[config.mk]
export PLATFORM = sky130hd
export DESIGN_NAME = imem_writer
export DESIGN_NICKNAME = d
export VERILOG_FILES = /design/src/rtl/rv_isa_pkg.sv /design/src/rtl/instr_encoder.sv /design/src/rtl/imem_writer.sv
export SDC_FILE = /design/constraint.sdc
export NUM_CORES = 1
export LEC_CHECK = 0
export CORE_UTILIZATION = 41
export CTS_CLUSTER_DIAMETER = 150
export CTS_CLUSTER_SIZE = 25
export DETAILED_ROUTE_END_ITERATION = 16
export PLACE_DENSITY = 0.89
export SLEW_MARGIN = 10
export SYNTH_ARGS = -nofsm -noshare
export SYNTH_HDL_FRONTEND = slang
export SYNTH_SLANG_ARGS = --single-unit
[constraint.sdc]
create_clock -name clk -period 2.55 [get_ports clk]
set_clock_uncertainty 0.2 [all_clocks]
set_input_delay 0.255 -clock clk [delete_from_list [all_inputs] [get_ports clk]]
set_output_delay 0.255 -clock clk [all_outputs]
set_load 0.01 [all_outputs]
[src/rtl/rv_isa_pkg.sv]
//------------------------------------------------------------------------------
// Module   : rv_isa_pkg
// Brief    : RV32I opcode/funct constants, request kinds and loader FSM states.
// Revision : 1.0
//------------------------------------------------------------------------------
`default_nettype none

package rv_isa_pkg;

    localparam logic [6:0] OP_LOAD   = 7'b0000011;
    localparam logic [6:0] OP_STORE  = 7'b0100011;
    localparam logic [6:0] OP_BRANCH = 7'b1100011;
    localparam logic [6:0] OP_RTYPE  = 7'b0110011;

    localparam logic [2:0] F3_LW      = 3'b010;
    localparam logic [2:0] F3_SW      = 3'b010;
    localparam logic [2:0] F3_BEQ     = 3'b000;
    localparam logic [2:0] F3_ADD_SUB = 3'b000;
    localparam logic [2:0] F3_AND     = 3'b111;
    localparam logic [2:0] F3_OR      = 3'b110;

    localparam logic [6:0] F7_BASE = 7'b0000000;
    localparam logic [6:0] F7_SUB  = 7'b0100000;

    typedef enum logic [2:0] {
        KIND_LW      = 3'd0,
        KIND_SW      = 3'd1,
        KIND_BEQ     = 3'd2,
        KIND_ADD     = 3'd3,
        KIND_SUB     = 3'd4,
        KIND_AND     = 3'd5,
        KIND_OR      = 3'd6,
        KIND_ILLEGAL = 3'd7
    } kindT;

    typedef enum logic [2:0] {
        IDLE  = 3'd0,
        WRITE = 3'd1,
        CHECK = 3'd2,
        CMP   = 3'd3,
        FULL  = 3'd4
    } wrStateT;

endpackage

`default_nettype wire

[src/rtl/instr_encoder.sv]
//------------------------------------------------------------------------------
// Module   : instr_encoder
// Brief    : Combinational symbolic-request to RV32I word encoder with illegal flag.
// Revision : 1.0
//------------------------------------------------------------------------------
`default_nettype none

module instr_encoder
    import rv_isa_pkg::*;
(
    input  logic [2:0]  kind,
    input  logic [4:0]  rd,
    input  logic [4:0]  rs1,
    input  logic [4:0]  rs2,
    input  logic [12:0] imm,
    output logic [31:0] word,
    output logic        illegal
);

    always_comb begin
        word    = '0;
        illegal = 1'b0;
        case (kindT'(kind))
            KIND_LW:  word = {imm[11:0], rs1, F3_LW, rd, OP_LOAD};
            KIND_SW:  word = {imm[11:5], rs2, rs1, F3_SW, imm[4:0], OP_STORE};
            // Branch offsets are in bytes; bit 0 is implicitly zero.
            KIND_BEQ: word = {imm[12], imm[10:5], rs2, rs1, F3_BEQ, imm[4:1], imm[11], OP_BRANCH};
            KIND_ADD: word = {F7_BASE, rs2, rs1, F3_ADD_SUB, rd, OP_RTYPE};
            KIND_SUB: word = {F7_SUB, rs2, rs1, F3_ADD_SUB, rd, OP_RTYPE};
            KIND_AND: word = {F7_BASE, rs2, rs1, F3_AND, rd, OP_RTYPE};
            KIND_OR:  word = {F7_BASE, rs2, rs1, F3_OR, rd, OP_RTYPE};
            default:  illegal = 1'b1;
        endcase
    end

endmodule

`default_nettype wire

[src/rtl/imem_writer.sv]
//------------------------------------------------------------------------------
// Module   : imem_writer
// Brief    : Encodes symbolic RV32I requests and writes them to consecutive
//            instruction-memory words; IMEM_WR_READBACK_EN adds write verify.
// Revision : 1.0
//------------------------------------------------------------------------------
`default_nettype none

module imem_writer
    import rv_isa_pkg::*;
#(
    parameter int ADDR_W = 6
) (
    input  logic              clk,
    input  logic              reset,
    input  logic              clr,
    input  logic              in_valid,
    output logic              in_ready,
    input  logic [2:0]        kind,
    input  logic [4:0]        rd,
    input  logic [4:0]        rs1,
    input  logic [4:0]        rs2,
    input  logic [12:0]       imm,
    output logic              mem_we,
    output logic [ADDR_W-1:0] mem_addr,
    output logic [31:0]       mem_wdata,
    input  logic [31:0]       mem_rdata,
    output logic [ADDR_W:0]   count,
    output logic              full,
    output logic              bad_kind,
    output logic              mismatch
);

    localparam logic [ADDR_W:0]   C_CAPACITY  = {1'b1, {ADDR_W{1'b0}}};
    localparam logic [ADDR_W:0]   C_COUNT_ONE = (ADDR_W + 1)'(1);
    localparam logic [ADDR_W-1:0] C_PTR_ONE   = ADDR_W'(1);

    wrStateT           r_state;
    wrStateT           w_nextState;
    logic [ADDR_W-1:0] r_ptr;
    logic [ADDR_W:0]   r_count;
    logic [31:0]       r_word;
    logic              r_badKind;
    logic [31:0]       w_encWord;
    logic              w_encIllegal;
    logic              w_accept;

    instr_encoder u_encoder (
        .kind    (kind),
        .rd      (rd),
        .rs1     (rs1),
        .rs2     (rs2),
        .imm     (imm),
        .word    (w_encWord),
        .illegal (w_encIllegal)
    );

    assign count    = r_count;
    assign full     = (r_count == C_CAPACITY);
    assign bad_kind = r_badKind;
    // clr wins over a same-cycle request, so it masks acceptance.
    assign w_accept = (r_state == IDLE) && in_valid && !full && !clr;

    always_comb begin
        w_nextState = r_state;
        in_ready    = 1'b0;
        mem_we      = 1'b0;
        mem_addr    = r_ptr;
        mem_wdata   = '0;
        case (r_state)
            IDLE: begin
                in_ready = !full && !clr;
                if (w_accept && !w_encIllegal) begin
                    w_nextState = WRITE;
                end
            end
            WRITE: begin
                mem_we    = 1'b1;
                mem_wdata = r_word;
`ifdef IMEM_WR_READBACK_EN
                w_nextState = CHECK;
`else
                w_nextState = ((r_count + C_COUNT_ONE) == C_CAPACITY) ? FULL : IDLE;
`endif
            end
`ifdef IMEM_WR_READBACK_EN
            CHECK: begin
                mem_addr    = r_ptr - C_PTR_ONE;
                w_nextState = CMP;
            end
            CMP: begin
                mem_addr    = r_ptr - C_PTR_ONE;
                w_nextState = full ? FULL : IDLE;
            end
`endif
            FULL:    w_nextState = FULL;
            default: w_nextState = IDLE;
        endcase
        if (clr) begin
            w_nextState = IDLE;
        end
    end

    always_ff @(posedge clk) begin
        if (reset) begin
            r_state   <= IDLE;
            r_ptr     <= '0;
            r_count   <= '0;
            r_word    <= '0;
            r_badKind <= 1'b0;
        end else begin
            r_state <= w_nextState;
            if (clr) begin
                r_ptr     <= '0;
                r_count   <= '0;
                r_badKind <= 1'b0;
            end else begin
                if (w_accept) begin
                    if (w_encIllegal) begin
                        r_badKind <= 1'b1;
                    end else begin
                        r_word <= w_encWord;
                    end
                end
                if (r_state == WRITE) begin
                    r_ptr <= r_ptr + C_PTR_ONE;
                    if (!full) begin
                        r_count <= r_count + C_COUNT_ONE;
                    end
                end
            end
        end
    end

`ifdef IMEM_WR_READBACK_EN
    logic r_mismatch;

    // Survives clr on purpose: only reset forgets a failed verify.
    always_ff @(posedge clk) begin
        if (reset) begin
            r_mismatch <= 1'b0;
        end else if (!clr && (r_state == CMP) && (mem_rdata != r_word)) begin
            r_mismatch <= 1'b1;
        end
    end

    assign mismatch = r_mismatch;
`else
    // mem_rdata is referenced but has no effect without readback.
    assign mismatch = 1'b0 & (^mem_rdata);
`endif

endmodule

`default_nettype wire

==> run_results.csv, run 1 <==
group,metric,value,unit
detailed_routing,wl_per_cell,13.5,um
clock_tree,clock_latency,0.29,ns
worst_hold_path,hold-path-cell-count,2,
global_routing,grt_overflow,0,
detailed_routing,drtPass1Iterations,4,
clock_tree,htreeDepth,2,
synth,async_reset_ff_frac,0,
setup_path,worst-path-buf-inv,2,
power_and_ir_drop,power.density,408,mW/mm2
clock_tree,cts.reportedPaths.clkPinSlew,0.08,ns
final_layout,multiInputGateArea,0.00132,mm2
global_routing,grt_pass1_vias,2217,
synth,ys_seq_area_frac,0.375,
final_layout,n_fill_cell,508,
setup_path,worst_setup_path_start_kind,"flop",
synth,synth_edf_count,0,
detailed_routing,ant_nets,0,
die,ios,117,
setup_path,path_max_fanout,7,
final_layout,seq_area,902,um2
detailed_routing,routed_wl,6050,um
synth,netlist_area,0.00240,mm2
die,die_y,78.5,um
die,dieArea,0.00617,mm2
synth,ys_seq_elements,45,
global_routing,grt_pass1_wl,10000,um
global_routing,grt_use_total,0.207,
final_layout,fin_nets,444,
detailed_routing,drtIter0Drc,67,
die,die_w,78.5,um
power_and_ir_drop,ir_drop,0.258,mV
sta,rsz0062_at_grt,"no",
synth,yosysWarnings,0,
clock_tree,post-cts-setup-buffer-count,0,
setup_path,r2r_cells,4,
sta,drv_slew,0,
synth,synthDistinctLibCells,48,
setup_path,end_kind,"primary output",
die,core,0.00557,mm2
sta,setup_viol,0,
die,rows,27,
flow_run,drv_cap,0,
sta,period_share,0.938,
setup_path,crit_required,2.10,ns
sta,final_hold_viol_count,0,
detailed_routing,viasPerCell,5.21,
sta,fin_tns_setup,0,ns
placement,dp_hpwl,4540,um
synth,syn_avg_cell_area,7.98,um2
sta,fmax,418,MHz
global_routing,antenna_found_initial,0,
setup_path,critical_path.max_stage_delay,0.58,ns
synth,netlist_instances,301,
worst_hold_path,hold_path_class,"reg -> reg",
detailed_routing,vias,2331,
global_routing,grt_max_degree,32,
synth,synthFlopType,"dfxtp_1",
clock_tree,clk_path_buf_depth,2,
clock_tree,cts-root-buf,"clkbuf_8",
clock_tree,cts_buffers,5,
clock_tree,cts_tree,"built",
setup_path,crit_family,"buffers and inverters",
final_layout,drive_gt1_frac,0.0640,
setup_path,crit_slowest_cell,"clkdlybuf4s50_1",
detailed_routing,drcViolationCount,0,
setup_path,cp_cell_sequence,"inv_1 -> ha_1 -> nand4bb_2 -> nor2_1 -> clkdlybuf4s50_1",
final_layout,synthToLayoutAreaGrowth,38.7,%
sta,timing.final.crit_period,2.39,ns
final_layout,layout_common_cells,"81 x clkdlybuf4s50_1, 44 x dfxtp_1, 40 x nand2_1, 34 x nor2_1, 25 x and2_1",
clock_tree,clock_sinks,45,
placement,io_buffers,81,
clock_tree,hold_buffers,0,
setup_path,arrival,1.94,ns
power_and_ir_drop,report.power.total,1360,uW
final_layout,diodes,0,
placement,place.gp.congestion,0.869,
setup_path,worstSetupPathType,"reg -> out",
die,start_util,0.431,
run_status,status,"complete, no violations",
final_layout,mostFrequentLayoutCell,"clkdlybuf4s50_1",
power_and_ir_drop,leakage,0.00119,uW
setup_path,path_depth,5,
[final cells by class]
type | instances | share of cell area
Multi-Input combinational cell | 220 | 0.395
Clock buffer | 8 | 0.0240
Inverter | 10 | 0.0113
Timing Repair Buffer | 92 | 0.272
Tap cell | 72 | 0.0270
Sequential cell | 45 | 0.271
[metrics by stage]
| step | instance area (um2) | instances | setup WS [ns] | util | hold slack [ns] |
|---|---|---|---|---|---|
| after floorplan | 2410 | 303 | 0.557 | - | 0.191 |
| after global placement | 3240 | 439 | 0.220 | 0.582 | 0.240 |
| after detailed placement | 3240 | 439 | 0.139 | 0.582 | 0.241 |
| after CTS | 3330 | 447 | 0.0950 | 0.597 | 0.259 |
| after global routing | 3330 | 447 | 0.0558 | 0.598 | 0.277 |
| final | 3330 | 447 | 0.158 | 0.598 | 0.256 |
[registers in the layout, indices dropped and copies added, names as in the netlist]
signal	cells
r_state	2
r_word	29
bad_kind	1
count	7
mem_addr	6
[synthesized netlist by cell type, drive strengths merged, types with 2 or more instances]
| master | instances | area share |
|---|---|---|
| clkbuf | 13 | 0.021 |
| a211oi | 3 | 0.0094 |
| and2 | 25 | 0.065 |
| or4 | 5 | 0.016 |
| nor2 | 34 | 0.053 |
| nand2b | 7 | 0.018 |
| o32ai | 6 | 0.022 |
| o22ai | 4 | 0.010 |
| xor2 | 10 | 0.036 |
| nand2 | 40 | 0.063 |
| a21boi | 4 | 0.013 |
| ha | 3 | 0.016 |
| nand3b | 3 | 0.011 |
| a211o | 5 | 0.018 |
| nor3 | 6 | 0.015 |
| a311oi | 2 | 0.0073 |
| xnor2 | 4 | 0.015 |
| and3 | 2 | 0.0052 |
| buf | 15 | 0.046 |
| inv | 9 | 0.014 |
| or3b | 2 | 0.0073 |
| o21ai | 5 | 0.010 |
| nand3 | 2 | 0.0042 |
| nand4 | 6 | 0.016 |
| a21oi | 23 | 0.048 |
| or2 | 2 | 0.0052 |
| dfxtp | 45 | 0.38 |
| or3 | 2 | 0.0052 |
[cells by family (layout without fill, tap and decap cells)]
group | after synthesis | in the layout | share of synthesized area
AND/OR/NAND/NOR | 139 | 139 | 0.293
adder cells (fa/ha/maj) | 3 | 3 | 0.0156
buffers and inverters | 38 | 110 | 0.0823
other | 1 | 3 | 0.00156
XOR/XNOR | 14 | 14 | 0.0511
flip-flops | 45 | 45 | 0.375
AO/OA/AOI/OAI | 61 | 61 | 0.181
[worst paths after layout]
path	from	to	slack, ns
hold reg to reg	r_word[21]$_SDFFE_PP0P_	r_word[21]$_SDFFE_PP0P_	0.26
setup reg to reg	count[3]$_SDFFE_PP0P_	r_word[8]$_SDFFE_PP0P_	0.56
setup / recovery	count[1]$_SDFFE_PP0P_	full	0.16
hold / removal	r_word[21]$_SDFFE_PP0P_	r_word[21]$_SDFFE_PP0P_	0.26
[tightest hold or removal path: cells and delay by family, from the launching register on]
family	cells	cell delay [ns]
AO/OA/AOI/OAI	1	0.05
AND/OR/NAND/NOR	1	0.05
flip-flops	1	0.32
[repair_timing]
| item | CTS | global route |
|---|---|---|
| pin swaps | 0 | 0 |
| endpoints found under the hold margin | 0 | 0 |
| gates resized for setup | 1 | 1 |
| endpoints found under the setup margin | 1 | 1 |
[metal layers]
layer | GRT usage | share of wire | vias up
met3 | 0.0523 | 0.059 | 8
met2 | 0.377 | 0.51 | 76
li1 | - | - | 1163
met1 | 0.234 | 0.42 | 1084
met4 | 0.0611 | 0.011 | 0
met5 | 0 | 0 | -
[power breakdown]
part | internal, uW | leakage, uW | total, uW | switching (uW)
Clock | 195 | 0.0000395 | 418 | 223
Sequential | 725 | 0.000366 | 735 | 10.4
Combinational | 105 | 0.000786 | 207 | 102
Power figures use the tool's default switching activity.
==> run 2: changes to the inputs <==
MAX_ROUTING_LAYER = met4   (was not set)
==> run 2 against run 1 <==
  * Setup slack lost 0.0068 ns
  * Highest routed layer unchanged
  * Design area did not move
  * Critical endpoint is now mem_wdata[1]
  * Via count is 0.94% lower
  * Fmax down 0.28%
  * Total power is 0.45% higher
  * Utilization is the same
==> run_results.csv, run 2 (synthesized netlist as in run 1, its figures left out) <==
group,metric,value,unit
power_and_ir_drop,pwr-share-comb,0.151,
clock_tree,clock_sinks,45,
final_layout,n_fill_cell,503,
power_and_ir_drop,power.switching,342,uW
sta,timing.final.crit_period,2.40,ns
run_status,status,"complete, no violations",
final_layout,layout_common_cells,"81 x clkdlybuf4s50_1, 44 x dfxtp_1, 40 x nand2_1, 34 x nor2_1, 25 x and2_1",
clock_tree,clock_latency,0.30,ns
setup_path,end_kind,"primary output",
power_and_ir_drop,power.density,410,mW/mm2
clock_tree,cts_tree,"built",
placement,place.gp.congestion,0.876,
placement,dp_hpwl,4420,um
sta,fin_tns_setup,0,ns
power_and_ir_drop,p_int,1020,uW
final_layout,fin_nets,444,
final_layout,multiInputGateArea,0.00132,mm2
global_routing,grt_overflow,0,
setup_path,path_max_fanout,31,
clock_tree,cts.reportedPaths.clkPinSlew,0.08,ns
global_routing,grt_pass1_wl,10000,um
detailed_routing,vias,2309,
detailed_routing,drtPass1Iterations,4,
global_routing,grt_pass1_vias,2218,
setup_path,critical_path.max_stage_delay,0.48,ns
clock_tree,post-cts-setup-buffer-count,0,
die,rows,27,
sta,setup_viol,0,
sta,final_hold_viol_count,0,
clock_tree,cts_buffers,5,
final_layout,mostFrequentLayoutCell,"clkdlybuf4s50_1",
setup_path,worstSetupPathType,"reg -> out",
sta,drv_slew,0,
global_routing,antenna_found_initial,0,
global_routing,grt_use_total,0.213,
clock_tree,htreeDepth,2,
setup_path,crit_required,2.10,ns
power_and_ir_drop,sw_frac_of_total,0.250,
sta,rsz0062_at_grt,"no",
detailed_routing,drtIter0Drc,74,
setup_path,cp_cell_sequence,"nand2b_1 -> clkinv_1 -> buf_12 -> and2_1 -> clkdlybuf4s50_1",
global_routing,grt_max_degree,32,
clock_tree,clk_path_buf_depth,2,
setup_path,arrival,1.94,ns
setup_path,worst_setup_path_start_kind,"flop",
detailed_routing,wl_per_cell,13.5,um
final_layout,seq_area,902,um2
detailed_routing,ant_nets,0,
final_layout,diodes,0,
final_layout,largest_register_ffs,29,
power_and_ir_drop,ir_drop,0.220,mV
final_layout,regMostFlops,"r_word",
final_layout,drive_gt1_frac,0.0640,
placement,io_buffers,81,
power_and_ir_drop,clkPwrFrac,0.311,
detailed_routing,routed_wl,6040,um
flow_run,drv_cap,0,
die,core,0.00557,mm2
detailed_routing,drcViolationCount,0,
sta,period_share,0.941,
die,die_y,78.5,um
die,dieArea,0.00617,mm2
setup_path,crit_slowest_cell,"clkdlybuf4s50_1",
worst_hold_path,hold_path_class,"reg -> reg",
die,start_util,0.431,
die,die_w,78.5,um
detailed_routing,viasPerCell,5.17,
power_and_ir_drop,leakage,0.00119,uW
sta,hold_ws,0.257,ns
sta,fmax,417,MHz
die,ios,117,
final_layout,synthToLayoutAreaGrowth,38.7,%
power_and_ir_drop,seq_power_share,0.538,
clock_tree,cts-root-buf,"clkbuf_8",
## run 2: area by class of cell
type | instances | share of cell area
inverters | 10 | 0.0113
multi-input cells | 220 | 0.395
clock buffers | 8 | 0.0240
repair buffers | 92 | 0.272
flip-flops and latches | 45 | 0.271
well taps | 72 | 0.0270
## run 2: metrics by stage
| stage | util | cells | worst slack (ns) | total power [uW] | instance area (um2) |
|---|---|---|---|---|---|
| 2_1_floorplan | - | 303 | 0.557 | 866 | 2410 |
| 3_3_place_gp | 0.582 | 439 | 0.231 | 951 | 3240 |
| 3_5_place_dp | 0.582 | 439 | 0.164 | 957 | 3240 |
| 4_1_cts | 0.596 | 447 | 0.0102 | 1380 | 3320 |
| 5_1_grt | 0.598 | 447 | 0.0227 | 1430 | 3330 |
| 6_report | 0.598 | 447 | 0.152 | 1370 | 3330 |
## run 2: what timing repair did
action,in CTS,in global routing
resized for setup,0,2
endpoints found under the setup margin,0,2
hold buffers,0,0
## run 2: worst paths after layout
kind                                                end                    start  slack [ns]  cells past startpoint
worst max-delay path                       mem_wdata[1]  r_state[2]$_SDFFE_PP0P_        0.15                      5
worst min-delay path            r_word[23]$_SDFFE_PP0P_  r_word[23]$_SDFFE_PP0P_        0.26                      2
worst max register to register   r_word[8]$_SDFFE_PP0P_  r_state[0]$_SDFFE_PP0P_        0.60                      4
worst min register to register  r_word[23]$_SDFFE_PP0P_  r_word[23]$_SDFFE_PP0P_        0.26                      2
## run 2: power by group through the flow
| stage | clock network, uW | registers [uW] | logic, uW |
|---|---|---|---|
| global route | 468 | 738 | 228 |
| finish | 425 | 735 | 206 |
| detailed placement | 0 | 751 | 205 |
| global placement | 0 | 751 | 200 |
| floorplan | 0 | 748 | 118 |
| CTS | 440 | 735 | 206 |
## run 2: metal layers
| metal | global-route usage | vias to the layer above | share of wire |
|---|---|---|---|
| met5 | - | - | 0 |
| met2 | 0.357 | 73 | 0.49 |
| met3 | 0.0547 | 10 | 0.056 |
| li1 | - | 1160 | - |
| met4 | 0.0685 | 0 | 0.019 |
| met1 | 0.249 | 1066 | 0.43 |
## run 2: critical path: cells and delay by family, from the launching register on
| kind | cells | cell delay, ns |
|---|---|---|
| AND/OR/NAND/NOR | 2 | 0.32 |
| flip-flops | 1 | 0.36 |
| buffers and inverters | 3 | 0.95 |
